--- src/rtl/tcp_buf_idx_sched_if.sv ---
// Request/response bundle between the app-pointer NoC interface and the TCP buffer-index scheduler.
// The master side raises requests and consumes responses; the slave side is the scheduler.
interface tcp_buf_idx_sched_if #(
  parameter int unsigned FLOWID_W = 8,
  parameter int unsigned IDX_W    = 4,
  parameter int unsigned BUF_W    = 98
);
  logic                      init_val;
  logic                      init_rdy;
  logic [FLOWID_W-1:0]       init_flowid;

  logic                      get_val;
  logic                      get_rdy;
  logic [FLOWID_W-1:0]       get_flowid;

  logic                      adj_val;
  logic                      adj_rdy;
  logic [FLOWID_W-1:0]       adj_flowid;
  logic [IDX_W-1:0]          adj_old_idx;

  logic                      resp_val;
  logic                      resp_rdy;
  logic [FLOWID_W-1:0]       resp_flowid;
  logic [BUF_W+IDX_W-1:0]    resp_buf;

  logic                      adj_done_val;
  logic                      adj_done_stale;

  modport master (
    output init_val, init_flowid,
    output get_val, get_flowid,
    output adj_val, adj_flowid, adj_old_idx,
    output resp_rdy,
    input  init_rdy, get_rdy, adj_rdy,
    input  resp_val, resp_flowid, resp_buf,
    input  adj_done_val, adj_done_stale
  );

  modport slave (
    input  init_val, init_flowid,
    input  get_val, get_flowid,
    input  adj_val, adj_flowid, adj_old_idx,
    input  resp_rdy,
    output init_rdy, get_rdy, adj_rdy,
    output resp_val, resp_flowid, resp_buf,
    output adj_done_val, adj_done_stale
  );
endinterface

--- src/rtl/tcp_buf_idx_sched.sv ---
// Serialises flow-init, get-buffer and adjust-idx requests onto the per-flow idx table and the
// buffer-descriptor table (both 1-cycle-read RAMs). One operation is outstanding at a time.
module tcp_buf_idx_sched #(
  parameter int unsigned FLOWID_W = 8,
  parameter int unsigned IDX_W    = 4,
  parameter int unsigned BUF_W    = 98
) (
  input  logic                      clk,
  input  logic                      rst,
  tcp_buf_idx_sched_if.slave        req,

  output logic                      idx_rd_val,
  output logic [FLOWID_W-1:0]       idx_rd_addr,
  input  logic [IDX_W-1:0]          idx_rd_data,

  output logic                      idx_wr_val,
  output logic [FLOWID_W-1:0]       idx_wr_addr,
  output logic [IDX_W-1:0]          idx_wr_data,

  output logic                      buf_rd_val,
  output logic [FLOWID_W+IDX_W-2:0] buf_rd_addr,
  input  logic [BUF_W-1:0]          buf_rd_data
);

  typedef enum logic [2:0] {
    StIdle,
    StGetIdx,
    StGetBuf,
    StResp,
    StAdjCmp
  } state_e;

  typedef enum logic {
    GrantGet,
    GrantAdj
  } grant_e;

  state_e                   state_q, state_d;
  grant_e                   last_grant_q, last_grant_d;
  logic [FLOWID_W-1:0]      flowid_q, flowid_d;
  logic [IDX_W-1:0]         idx_q, idx_d;
  logic [IDX_W-1:0]         old_idx_q, old_idx_d;
  logic [FLOWID_W-1:0]      resp_flowid_q, resp_flowid_d;
  logic [BUF_W+IDX_W-1:0]   resp_buf_q, resp_buf_d;

  logic init_rdy, get_rdy, adj_rdy;
  logic init_fire, get_fire, adj_fire;
  logic adj_done_val, adj_done_stale;
  logic idx_match;

  // Arbitration. Init always wins; otherwise round-robin between get and adj. With nothing or
  // both valid the round-robin choice holds rdy, so exactly one rdy is high in every idle cycle.
  always_comb begin
    init_rdy = 1'b0;
    get_rdy  = 1'b0;
    adj_rdy  = 1'b0;
    if (state_q == StIdle && !rst) begin
      if (req.init_val) begin
        init_rdy = 1'b1;
      end else if (req.get_val != req.adj_val) begin
        get_rdy = req.get_val;
        adj_rdy = req.adj_val;
      end else if (last_grant_q == GrantAdj) begin
        get_rdy = 1'b1;
      end else begin
        adj_rdy = 1'b1;
      end
    end
  end

  assign init_fire = init_rdy & req.init_val;
  assign get_fire  = get_rdy & req.get_val;
  assign adj_fire  = adj_rdy & req.adj_val;
  assign idx_match = (idx_rd_data == old_idx_q);

  always_comb begin
    state_d        = state_q;
    last_grant_d   = last_grant_q;
    flowid_d       = flowid_q;
    idx_d          = idx_q;
    old_idx_d      = old_idx_q;
    resp_flowid_d  = resp_flowid_q;
    resp_buf_d     = resp_buf_q;
    idx_rd_val     = 1'b0;
    idx_rd_addr    = '0;
    idx_wr_val     = 1'b0;
    idx_wr_addr    = '0;
    idx_wr_data    = '0;
    buf_rd_val     = 1'b0;
    buf_rd_addr    = '0;
    adj_done_val   = 1'b0;
    adj_done_stale = 1'b0;

    unique case (state_q)
      StIdle: begin
        if (init_fire) begin
          // Init resets the flow's idx in the accept cycle and does not touch the rotation.
          idx_wr_val  = 1'b1;
          idx_wr_addr = req.init_flowid;
          idx_wr_data = '0;
        end else if (get_fire) begin
          idx_rd_val   = 1'b1;
          idx_rd_addr  = req.get_flowid;
          flowid_d     = req.get_flowid;
          last_grant_d = GrantGet;
          state_d      = StGetIdx;
        end else if (adj_fire) begin
          idx_rd_val   = 1'b1;
          idx_rd_addr  = req.adj_flowid;
          flowid_d     = req.adj_flowid;
          old_idx_d    = req.adj_old_idx;
          last_grant_d = GrantAdj;
          state_d      = StAdjCmp;
        end
      end

      StGetIdx: begin
        // The wrap bit selects nothing in the descriptor table.
        idx_d       = idx_rd_data;
        buf_rd_val  = 1'b1;
        buf_rd_addr = {flowid_q, idx_rd_data[IDX_W-2:0]};
        state_d     = StGetBuf;
      end

      StGetBuf: begin
        resp_buf_d    = {buf_rd_data, idx_q};
        resp_flowid_d = flowid_q;
        state_d       = StResp;
      end

      StResp: begin
        if (req.resp_rdy) begin
          state_d = StIdle;
        end
      end

      StAdjCmp: begin
        adj_done_val = 1'b1;
        if (idx_match) begin
          idx_wr_val  = 1'b1;
          idx_wr_addr = flowid_q;
          idx_wr_data = idx_rd_data + IDX_W'(1);
        end else begin
          adj_done_stale = 1'b1;
        end
        state_d = StIdle;
      end

      default: begin
        state_d = StIdle;
      end
    endcase
  end

  always_ff @(posedge clk or posedge rst) begin
    if (rst) begin
      state_q       <= StIdle;
      last_grant_q  <= GrantAdj;
      flowid_q      <= '0;
      idx_q         <= '0;
      old_idx_q     <= '0;
      resp_flowid_q <= '0;
      resp_buf_q    <= '0;
    end else begin
      state_q       <= state_d;
      last_grant_q  <= last_grant_d;
      flowid_q      <= flowid_d;
      idx_q         <= idx_d;
      old_idx_q     <= old_idx_d;
      resp_flowid_q <= resp_flowid_d;
      resp_buf_q    <= resp_buf_d;
    end
  end

  assign req.init_rdy       = init_rdy;
  assign req.get_rdy        = get_rdy;
  assign req.adj_rdy        = adj_rdy;
  assign req.resp_val       = (state_q == StResp);
  assign req.resp_flowid    = resp_flowid_q;
  assign req.resp_buf       = resp_buf_q;
  assign req.adj_done_val   = adj_done_val;
  assign req.adj_done_stale = adj_done_stale;

`ifndef SYNTHESIS
  a_rdy_onehot: assert property (@(posedge clk) disable iff (rst)
    $onehot0({init_rdy, get_rdy, adj_rdy}));
  a_rd_wr_excl: assert property (@(posedge clk) disable iff (rst)
    !(idx_rd_val && idx_wr_val));
  a_resp_stable: assert property (@(posedge clk) disable iff (rst)
    (req.resp_val && !req.resp_rdy) |=> (req.resp_val && $stable(req.resp_buf)));
`endif

endmodule

--- src/flat_wrapper.sv ---
// flat-port wrapper written by rule: the top's interface ports become plain ports
module tcp_buf_idx_sched_flat 
#(
  parameter int unsigned FLOWID_W = 8,
  parameter int unsigned IDX_W    = 4,
  parameter int unsigned BUF_W    = 98
)
  (clk, rst, idx_rd_val, idx_rd_addr, idx_rd_data, idx_wr_val, idx_wr_addr, idx_wr_data, buf_rd_val, buf_rd_addr, buf_rd_data, req_init_val, req_init_flowid, req_get_val, req_get_flowid, req_adj_val, req_adj_flowid, req_adj_old_idx, req_resp_rdy, req_init_rdy, req_get_rdy, req_adj_rdy, req_resp_val, req_resp_flowid, req_resp_buf, req_adj_done_val, req_adj_done_stale);
  tcp_buf_idx_sched_if #(.FLOWID_W(FLOWID_W), .IDX_W(IDX_W), .BUF_W(BUF_W)) req_i ();
  input  logic clk;
  input  logic rst;
  output logic idx_rd_val;
  output logic [FLOWID_W-1:0] idx_rd_addr;
  input  logic [IDX_W-1:0] idx_rd_data;
  output logic idx_wr_val;
  output logic [FLOWID_W-1:0] idx_wr_addr;
  output logic [IDX_W-1:0] idx_wr_data;
  output logic buf_rd_val;
  output logic [FLOWID_W+IDX_W-2:0] buf_rd_addr;
  input  logic [BUF_W-1:0] buf_rd_data;
  input wire logic [$bits(req_i.init_val)-1:0] req_init_val;
  input wire logic [$bits(req_i.init_flowid)-1:0] req_init_flowid;
  input wire logic [$bits(req_i.get_val)-1:0] req_get_val;
  input wire logic [$bits(req_i.get_flowid)-1:0] req_get_flowid;
  input wire logic [$bits(req_i.adj_val)-1:0] req_adj_val;
  input wire logic [$bits(req_i.adj_flowid)-1:0] req_adj_flowid;
  input wire logic [$bits(req_i.adj_old_idx)-1:0] req_adj_old_idx;
  input wire logic [$bits(req_i.resp_rdy)-1:0] req_resp_rdy;
  output wire logic [$bits(req_i.init_rdy)-1:0] req_init_rdy;
  output wire logic [$bits(req_i.get_rdy)-1:0] req_get_rdy;
  output wire logic [$bits(req_i.adj_rdy)-1:0] req_adj_rdy;
  output wire logic [$bits(req_i.resp_val)-1:0] req_resp_val;
  output wire logic [$bits(req_i.resp_flowid)-1:0] req_resp_flowid;
  output wire logic [$bits(req_i.resp_buf)-1:0] req_resp_buf;
  output wire logic [$bits(req_i.adj_done_val)-1:0] req_adj_done_val;
  output wire logic [$bits(req_i.adj_done_stale)-1:0] req_adj_done_stale;
  assign req_i.init_val = req_init_val;
  assign req_i.init_flowid = req_init_flowid;
  assign req_i.get_val = req_get_val;
  assign req_i.get_flowid = req_get_flowid;
  assign req_i.adj_val = req_adj_val;
  assign req_i.adj_flowid = req_adj_flowid;
  assign req_i.adj_old_idx = req_adj_old_idx;
  assign req_i.resp_rdy = req_resp_rdy;
  assign req_init_rdy = req_i.init_rdy;
  assign req_get_rdy = req_i.get_rdy;
  assign req_adj_rdy = req_i.adj_rdy;
  assign req_resp_val = req_i.resp_val;
  assign req_resp_flowid = req_i.resp_flowid;
  assign req_resp_buf = req_i.resp_buf;
  assign req_adj_done_val = req_i.adj_done_val;
  assign req_adj_done_stale = req_i.adj_done_stale;
  tcp_buf_idx_sched #(.FLOWID_W(FLOWID_W), .IDX_W(IDX_W), .BUF_W(BUF_W)) u_core (.clk(clk), .rst(rst), .req(req_i), .idx_rd_val(idx_rd_val), .idx_rd_addr(idx_rd_addr), .idx_rd_data(idx_rd_data), .idx_wr_val(idx_wr_val), .idx_wr_addr(idx_wr_addr), .idx_wr_data(idx_wr_data), .buf_rd_val(buf_rd_val), .buf_rd_addr(buf_rd_addr), .buf_rd_data(buf_rd_data));
endmodule
--- config.mk ---
export PLATFORM = sky130hd
export DESIGN_NAME = tcp_buf_idx_sched_flat
export DESIGN_NICKNAME = d
export VERILOG_FILES = /design/src/rtl/tcp_buf_idx_sched_if.sv /design/src/rtl/tcp_buf_idx_sched.sv /design/src/flat_wrapper.sv
export SDC_FILE = /design/constraint.sdc
export NUM_CORES = 1
export LEC_CHECK = 0
export ABC_AREA = 1
export BUFFER_PORTS_ARGS = -buffer_cell sky130_fd_sc_hd__buf_4
export CORE_AREA = 2 2 112 114
export CTS_CLUSTER_DIAMETER = 80
export DETAILED_ROUTE_END_ITERATION = 12
export DIE_AREA = 0 0 114 116
export HOLD_SLACK_MARGIN = 0.03
export PLACE_DENSITY = 0.8
export SLEW_MARGIN = 0
export SYNTH_ARGS = -nofsm -noshare
export SYNTH_HDL_FRONTEND = slang
export SYNTH_SLANG_ARGS = --single-unit
--- constraint.sdc ---
create_clock -name clk -period 11.8 [get_ports clk]
set_input_delay 1.77 -clock clk [delete_from_list [all_inputs] [get_ports clk]]
set_output_delay 1.77 -clock clk [all_outputs]
set_load 0.02 [all_outputs]
==> results.md <==
* Status: finished, final reports clean
* Top area cells in the synthesized netlist: dfrtp_1, mux2_2, mux2_4
* Final setup fails at 0
* Number of I/O port buffers at 285
* Maximum clock frequency at 195 MHz
* Hold Crit Class: register to register
* Cell internal pwr at 1.58 mW
* Sw frac at 36.4%
* GPL Wtd Cong at 0.913
* FF+latch count, synth at 130
* Share of the synthesized area in the top cell type at 59.0%
* Post-synthesis cell type count at 27
* Kind of end point of the critical path: output pin
* Seq/Total Area, Yosys at 59.5%
* Critical path class: input pin to output pin
* Post-synth EDFFs at 0
* RR Startpoint: u_core.state_q[2]
* # DRC at 0
* Diodes inserted at 0
* Worst r2r dst: u_core.req.resp_buf[89]
* WL/cell at 16.6 µm
* GRT Residual Overflow at 0
* Worst-case reg-to-reg path depth at 4
* Die Y at 116 µm
* Adder-Cell Fraction of Synth Area at 0.229%
* Net Count, Synth at 576
* Num rows at 40
* Worst setup startpoint: req_get_val
* Sequential power share at 32.3%
* Number of DRC markers in iteration 0 at 258
* CTS max path bufs at 2
* Fillers at 863
* Hold Vio Cnt, Final at 0
* Switching power at 0.905 mW
* Post-route clock skew at 0.00735 ns
* Gr usage total at 22.3%
* Crit share post-route at 43.4%
* First-pass DRT Iterations at 4
* XOR/XNOR Fraction of Synth Area at 0.960%
* Layout cell share with drive strength beyond 1 at 57.0%
* Main synth FF type: dfrtp_1
* Final ANT Viol Nets at 0
* Die X at 114 µm
* Worst skew pair latency at 0.41 ns
* Hpwl dp at 11.0 mm
* Vias in the first global route at 4552
* I/O pin total at 286
* # Max-Cap Violations at 0
* First-pass GRT wire length at 22.5 mm
* Post-synth top area cell: dfrtp_1
* CP Data Arrival Time at 3.35 ns
* Mean Syn Cell Area at 12.5 µm²
* Initial Util at 45.9%
* CP endpoint: idx_rd_val
* Post-route insts no fill at 886
* CP max FO at 12
* Post-Synthesis Cell Area at 5470 µm²
* Nets@finish at 866
* Synthesized instance count at 439
* Worst R2R Setup Slack at 9.23 ns
* Largest net degree at the start of global routing at 82
* Commonest non-fill, non-tap cells in the layout: buf_4, dfrtp_1, nand2_1
* WP data required at 10.03 ns
* CTS HTree Levels at 4
* Core Region at 11900 µm²
* Largest family of logic cells by synthesized area: multiplexers
* Fraction of registers with async set/reset at 100%
* Pleak at 4.31 nW
* Final Max Tran Viols at 0
* Min cycle time layout at 5.12 ns
* Util after Layout at 69.5%
* Worst-margin pin slew at 1.03 ns
* DR vias at 4309
* Clk pwr share at 20.1%
* CTS root buf: clkbuf_16
* Yosys warnings at 0
* Headroom to the max-slew limit at 31.2%
* Reg clk slew, reported paths at 0.05 ns
* PD cells at 300 nW/µm²
* VDD IR max at 0.145 mV
* Post_cts resized at 0
* Cell Count Post-Placement at 857
* Clock sinks at 130
* Via density at 4.86
* Critical path launch point type: input pin
* Die ar. at 13200 µm²
* Synth Area in Compound Gates at 2.04%
* CTS tree: built
* CTS Hold Bufs at 0
* Commonest non-fill, non-tap cell in the layout: buf_4
* Proportion of synthesized area in mux cells at 22.2%
* Initial antenna violation count at 0
* Detailed-route wire length at 14.7 mm
* Area share of and/or/nand/nor cells after synthesis at 10.5%
* P&R area growth vs syn at 51.4%
* Num CTS Buffers at 17
* Gate power share at 47.6%
* TNS Setup at 0 ns
* Unrepaired setup endpoints after global routing: false
* Setup Fix Bufs, Post-CTS at 0
-- cells by family after synthesis --
family,count (synthesis)
xor gates and xnor gates,6
and+or+nand+nor,131
muxes,98
AOI/OAI and AO/OA,19
adders and majority gates,1
buffers and inverters,54
DFF,130
-- routing by layer --
metal | GRT usage, % | vias to the layer above | share of wire [%]
met2 | 42.0 | 193 | 56
li1 | - | 2019 | -
met4 | 9.19 | 0 | 2.0
met1 | 23.7 | 2069 | 36
met3 | 5.75 | 28 | 6.5
met5 | 0 | - | 0
-- Yosys cell counts, types with 2 or more instances --
cell type,n
dfrtp_1,129
nand2_1,74
mux2_2,64
inv_1,36
mux2_4,30
nand3_1,28
nor2_1,20
o21ai_0,13
buf_2,10
xor2_1,5
buf_6,4
mux2_1,4
nor2_2,3
o21bai_1,3
buf_4,2
nand2_2,2
nand3_2,2
-- power by group through the flow --
stage	clock [mW]	combinational, mW	sequential, mW
6_report	0.501	1.18	0.803
3_3_place_gp	0	1.16	0.789
3_5_place_dp	0	1.19	0.808
4_1_cts	0.510	1.20	0.803
5_1_grt	0.533	1.26	0.829
2_1_floorplan	0	0.503	1.02
-- worst max-delay path, stage by stage --
cell and delay [ns]:
buf_4 0.16, nand2_1 0.07, nand2_1 0.11, nand3_1 0.08, nor2_1 0.57, nand2_2 0.28
nand2_1 0.14, buf_4 0.15
-- worst min path at each step --
| stage | start | to | slack (ns) | depth (start not counted) |
|---|---|---|---|---|
| 2_1_floorplan | u_core.old_idx_q[0] | u_core.old_idx_q[0] | 0.47 | 2 |
| 3_3_place_gp | u_core.req.resp_flowid[3] | u_core.req.resp_flowid[3] | 0.47 | 2 |
| 3_5_place_dp | u_core.req.resp_flowid[4] | u_core.req.resp_flowid[4] | 0.48 | 2 |
| 4_1_cts | u_core.req.resp_flowid[7] | u_core.req.resp_flowid[7] | 0.50 | 2 |
| 5_1_grt | u_core.last_grant_q | u_core.last_grant_q | 0.51 | 2 |
| 6_report | u_core.req.resp_flowid[7] | u_core.req.resp_flowid[7] | 0.50 | 2 |
-- registers in the layout (all words and copies together), names as in the netlist --
register and cells:
u_core.idx_q 4, u_core.flowid_q 8, u_core.last_grant_q 1, u_core.state_q 3
u_core.req.resp_flowid 8, u_core.old_idx_q 4, u_core.req.resp_buf 102
-- through the flow --
stage	hold slack (ns)	total power [mW]	area, µm²	setup slack, ns
final	0.495	2.49	8280	6.68
after global routing	0.511	2.62	8280	6.51
after CTS	0.495	2.51	8280	6.70
after detailed placement	0.481	2.00	7710	6.71
after global placement	0.468	1.95	7710	6.81
after floorplan	0.468	1.53	5470	4.34
-- layout make-up --
type	instances	area [µm²]	area share (%)
Clock buffer	23	488	5.89
Clock inverter	6	80.1	0.967
Sequential cell	130	3250	39.3
Tap cell	147	184	2.22
Timing Repair Buffer	288	2160	26.1
Inverter	37	141	1.71
Multi-Input combinational cell	255	1970	23.8
No activity file was read; power rests on OpenSTA's default activity.
